--- src/rtl/alu_share_arb.sv ---
// Two-requester front end for one shared combinational ALU.
// One operation is in flight at a time: accept, execute for one cycle,
// then hold the result until the owning requester takes it.
//
// state | meaning
// ------+-------------------------------------------------------------
// IDLE  | no operation held; grant one valid requester (alternate on tie)
// EXEC  | latched operands drive the ALU; result captured at cycle end
// RESP  | result presented to the owning requester until it is consumed
module alu_share_arb #(
  parameter int WIDTH = 32,
  parameter int CNT_W = 16
) (
  input  logic             clk,
  input  logic             resetn,
  input  logic             req0_valid,
  output logic             req0_ready,
  input  logic [WIDTH-1:0] req0_a,
  input  logic [WIDTH-1:0] req0_b,
  input  logic [2:0]       req0_ctrl,
  input  logic             req1_valid,
  output logic             req1_ready,
  input  logic [WIDTH-1:0] req1_a,
  input  logic [WIDTH-1:0] req1_b,
  input  logic [2:0]       req1_ctrl,
  output logic             rsp0_valid,
  input  logic             rsp0_ready,
  output logic             rsp1_valid,
  input  logic             rsp1_ready,
  output logic [WIDTH-1:0] rsp_result,
  output logic [WIDTH-1:0] alu_a,
  output logic [WIDTH-1:0] alu_b,
  output logic [2:0]       alu_control,
  input  logic [WIDTH-1:0] alu_result,
  output logic             busy,
  output logic [CNT_W-1:0] ops_done
);

  typedef enum logic [1:0] {
    IDLE = 2'd0,
    EXEC = 2'd1,
    RESP = 2'd2
  } state_t;

  state_t           state;
  state_t           state_next;
  logic             last_grant;
  logic             lat_id;
  logic [WIDTH-1:0] lat_a;
  logic [WIDTH-1:0] lat_b;
  logic [2:0]       lat_ctrl;
  logic [WIDTH-1:0] result;
  logic [CNT_W-1:0] done_cnt;
  logic             grant_valid;
  logic             grant_id;
  logic             accept;
  logic             rsp_hs;

  // Pick a requester while idle; on a tie the one not served last wins.
  always_comb begin
    grant_valid = 1'b0;
    grant_id    = 1'b0;
    if (state == IDLE) begin
      if (req0_valid && req1_valid) begin
        grant_valid = 1'b1;
        grant_id    = ~last_grant;
      end else if (req0_valid) begin
        grant_valid = 1'b1;
        grant_id    = 1'b0;
      end else if (req1_valid) begin
        grant_valid = 1'b1;
        grant_id    = 1'b1;
      end
    end
  end

  // Next state and handshake outputs.
  always_comb begin
    state_next = state;
    req0_ready = 1'b0;
    req1_ready = 1'b0;
    rsp0_valid = 1'b0;
    rsp1_valid = 1'b0;
    accept     = 1'b0;
    rsp_hs     = 1'b0;
    case (state)
      IDLE: begin
        req0_ready = grant_valid && !grant_id;
        req1_ready = grant_valid && grant_id;
        // A grant is only given to a valid requester, so it is always taken.
        if (grant_valid) begin
          accept     = 1'b1;
          state_next = EXEC;
        end
      end
      EXEC: begin
        state_next = RESP;
      end
      RESP: begin
        rsp0_valid = !lat_id;
        rsp1_valid = lat_id;
        rsp_hs     = lat_id ? rsp1_ready : rsp0_ready;
        if (rsp_hs) begin
          state_next = IDLE;
        end
      end
      default: begin
        state_next = IDLE;
      end
    endcase
  end

  // State register.
  always_ff @(posedge clk) begin
    if (!resetn) begin
      state <= IDLE;
    end else begin
      state <= state_next;
    end
  end

  // Operand latch, result capture and completion counter.
  always_ff @(posedge clk) begin
    if (!resetn) begin
      last_grant <= 1'b1;
      lat_id     <= 1'b0;
      lat_a      <= '0;
      lat_b      <= '0;
      lat_ctrl   <= 3'b000;
      result     <= '0;
      done_cnt   <= '0;
    end else begin
      if (accept) begin
        lat_id     <= grant_id;
        last_grant <= grant_id;
        lat_a      <= grant_id ? req1_a : req0_a;
        lat_b      <= grant_id ? req1_b : req0_b;
        lat_ctrl   <= grant_id ? req1_ctrl : req0_ctrl;
      end
      if (state == EXEC) begin
        result <= alu_result;
      end
      if (rsp_hs) begin
        done_cnt <= done_cnt + CNT_W'(1);
      end
    end
  end

  // The ALU inputs come straight from the latch, so they only move on accept.
  assign alu_a       = lat_a;
  assign alu_b       = lat_b;
  assign alu_control = lat_ctrl;
  assign rsp_result  = result;
  assign busy        = (state != IDLE);
  assign ops_done    = done_cnt;

endmodule

--- config.mk ---
export PLATFORM = sky130hd
export DESIGN_NAME = alu_share_arb
export DESIGN_NICKNAME = d
export VERILOG_FILES = /design/src/rtl/alu_share_arb.sv
export SDC_FILE = /design/constraint.sdc
export NUM_CORES = 1
export LEC_CHECK = 0
export ABC_AREA = 1
export CAP_MARGIN = 40
export CELL_PAD_IN_SITES_DETAIL_PLACEMENT = 1
export CELL_PAD_IN_SITES_GLOBAL_PLACEMENT = 1
export CORE_ASPECT_RATIO = 0.8
export CORE_MARGIN = 2
export CORE_UTILIZATION = 37
export DETAILED_ROUTE_END_ITERATION = 6
export DONT_BUFFER_PORTS = 1
export PLACE_DENSITY = 0.72
export SLEW_MARGIN = 20
export SYNTH_ARGS = -nofsm -noshare
export SYNTH_HDL_FRONTEND = slang
export SYNTH_SLANG_ARGS = --single-unit
--- constraint.sdc ---
create_clock -name clk -period 1.43 [get_ports clk]
set_input_delay 0.286 -clock clk [delete_from_list [all_inputs] [get_ports clk]]
set_output_delay 0.286 -clock clk [all_outputs]
set_load 0.02 [all_outputs]
==> run summary <==
Critical Path AT -> 1400 ps
Place WS -> -103 ps
final worst slack -> -261 ps
Final Cycle Share -> 118%
setup TNS -> -6830 ps
number of enable flip-flop cells after synthesis -> 0
# setup viols final -> 66
Worst Tran Pin Value -> 469 ps
clk buf depth -> 2
Synth-to-Final Area Change -> 38.3%
grt peak-use layer -> met2
GR met3 Demand/Resource -> 8.35%
Crit. End Element -> output pin
number of remaining DRC errors -> 0
final hold vios -> 0
max-capacitance violation count -> 0
Final HPWL DP -> 11600 µm
area of the die -> 14100 µm²
Net Count, Synth -> 861
share of the synthesized area in the top cell type -> 49.0%
met1 GRT Util -> 29.0%
Vias -> 5006
Pleak -> 2.79 nW
switching share of power -> 29.4%
Int Power -> 7.38 mW
ys async rst share -> 0%
Skew-Pair Late Insertion Delay -> 410 ps
TritonRoute pass-1 iters -> 4
top post-synthesis cells by count -> nand2_1, dfxtp_1, nor2_1
most common cell in the synthesized netlist -> nand2_1
CTS tree -> built
max_slew headroom -> 68.6%
register area share after synthesis -> 49.0%
Cell variety after synth -> 23
type of origin of the critical path -> register
critical path required time -> 1140 ps
Flop pwr share -> 40.7%
Syn Area/Cell -> 7.06 µm²
total core area -> 12800 µm²
largest net degree at the start of global routing -> 70
Total Power -> 10.5 mW
Synth Register Bits -> 119
skew final -> 7.40 ps
largest area contributor in the netlist -> dfxtp_1
worst hold start -> alu_result[13]
Final Wtd Congestion -> 0.777
vias in the first global route -> 5097
cell area power density -> 1560 nW/µm²
Slew Limit Fails -> 0
root buffer cell -> clkbuf_16
clk sink count -> 119
HP Class -> primary input to register
number of CTS-inserted buffers -> 17
WL final -> 19600 µm
post-synthesis cell area -> 4860 µm²
1st-iter DRT viols -> 276
Synth Flop Type -> dfxtp_1
fin nets -> 919
Ant. Diodes -> 0
first-pass GRT wire length -> 27300 µm
VDD IR-drop max -> 785 µV
WL/cell -> 21.0 µm
layout cells sized above 1 -> 19.1%
CP max FO -> 3
RSZ-0062 raised after global routing -> yes
Top Ports -> 292
GRT met2 Usage -> 42.2%
yosys warns -> 0
Initial Util -> 37.9%
num rows -> 37
initial antenna violation count -> 0
Chip Width -> 132 µm
Comb power frac -> 16.1%
H-tree Lvls -> 4
DP Cell Count -> 860
status -> complete, but fails checks
Synth area leaders -> dfxtp_1, nand2_1, a31oi_1
Period minus WS final -> 1690 ps
ANT nets after route -> 0
fmax -> 591 MHz
post-synthesis cell count -> 688
Crit Path Category -> register to output pin
global-route usage over all layers -> 24.9%
clock share of power -> 43.2%
final cell count without fillers -> 934
Psw -> 3.07 mW
launch point of the critical path -> state[0]
Via-to-Cell Ratio -> 5.36
input/output buffers -> 0
Worst R2R Start -> state[0]
Die Span Y -> 106 µm
hold_ws -> 14.0 ps
Clock transition at path regs -> 50 ps
total gr overflow -> 0
failing checks -> setup timing
## repair_timing
| action | 4_1_cts | 5_1_grt |
|---|---|---|
| setup buffers | 6 | 13 |
| pin swaps | 2 | 22 |
| hold buffers | 6 | 1 |
| setup endpoints to repair | 73 | 79 |
| resized for setup | 13 | 55 |
| cloned | 6 | 9 |
| hold endpoints to repair | 22 | 1 |
## logic make-up (layout without fill, tap and decap cells)
logic type | count (synthesis) | count (layout) | synth area share, %
DFF | 119 | 119 | 49.0
and+or+nand+nor | 382 | 382 | 30.9
xor gates and xnor gates | 1 | 1 | 0.180
AOI/OAI and AO/OA | 108 | 108 | 12.8
buffers and inverters | 77 | 148 | 6.88
adders and majority gates | 1 | 1 | 0.257
## stage by stage
| step | utilization (%) | instance area, µm² |
|---|---|---|
| 2_1_floorplan | - | 4860 |
| 3_3_place_gp | 41.0 | 5260 |
| 3_5_place_dp | 41.0 | 5260 |
| 4_1_cts | 48.4 | 6210 |
| 5_1_grt | 52.4 | 6720 |
| 6_report | 52.4 | 6720 |
## power by group through the flow
stage	Clock, mW	Sequential (mW)	Combinational (mW)
after floorplan	0	4.23	0.765
after global placement	0	4.32	0.991
after detailed placement	0	4.32	1.06
after CTS	4.56	4.26	1.30
after global routing	4.73	4.29	1.83
final	4.51	4.26	1.68
## path summary, 6_finish.rpt
kind	to	depth (start not counted)	slack [ps]
setup / recovery	req0_ready	6	-260
hold / removal	rsp_result[13]	2	10
setup reg to reg	alu_a[14]	10	-230
hold reg to reg	last_grant	2	500
## per-layer routing
metal | share of wire (%) | wire length (µm)
met1 | 40 | 7820
met5 | 0 | 0
met4 | 2.1 | 410
met3 | 8.1 | 1590
met2 | 50 | 9790
## registers in the layout (all words and copies together), names as in the netlist
register,cells
alu_a,32
alu_b,32
rsp_result,32
ops_done,16
alu_control,3
state,2
last_grant,1
lat_id,1
## area by class of cell
class                   count  area, µm²
well taps                 175        219
clock buffers              23        488
clock inverters             9        139
inverters                  37        139
repair buffers             79       1080
fillers                  1543       6100
flip-flops and latches    119       2390
multi-input cells         492       2260
## worst max-delay path: stages, from the launching register on
cell and delay, ps:
dfxtp_2 330, nor2_4 150, inv_2 70, nor2_4 130, nor2_4 60, buf_12 130, buf_12 120
## layout by cell type, fill, tap and decap left out, drive strengths merged
cell,instances
nand2,252
a31oi,60
nand3,19
o21ai,40
clkinv,1
dlygate4sd3,7
a211oi,1
buf,63
xnor2,1
clkinvlp,3
clkbuf,32
nor3,3
bufinv,3
ha,1
nand4,6
inv,39
a21oi,7
dfxtp,119
nor2,102
Note: power is estimated with default switching activity, not from simulation.
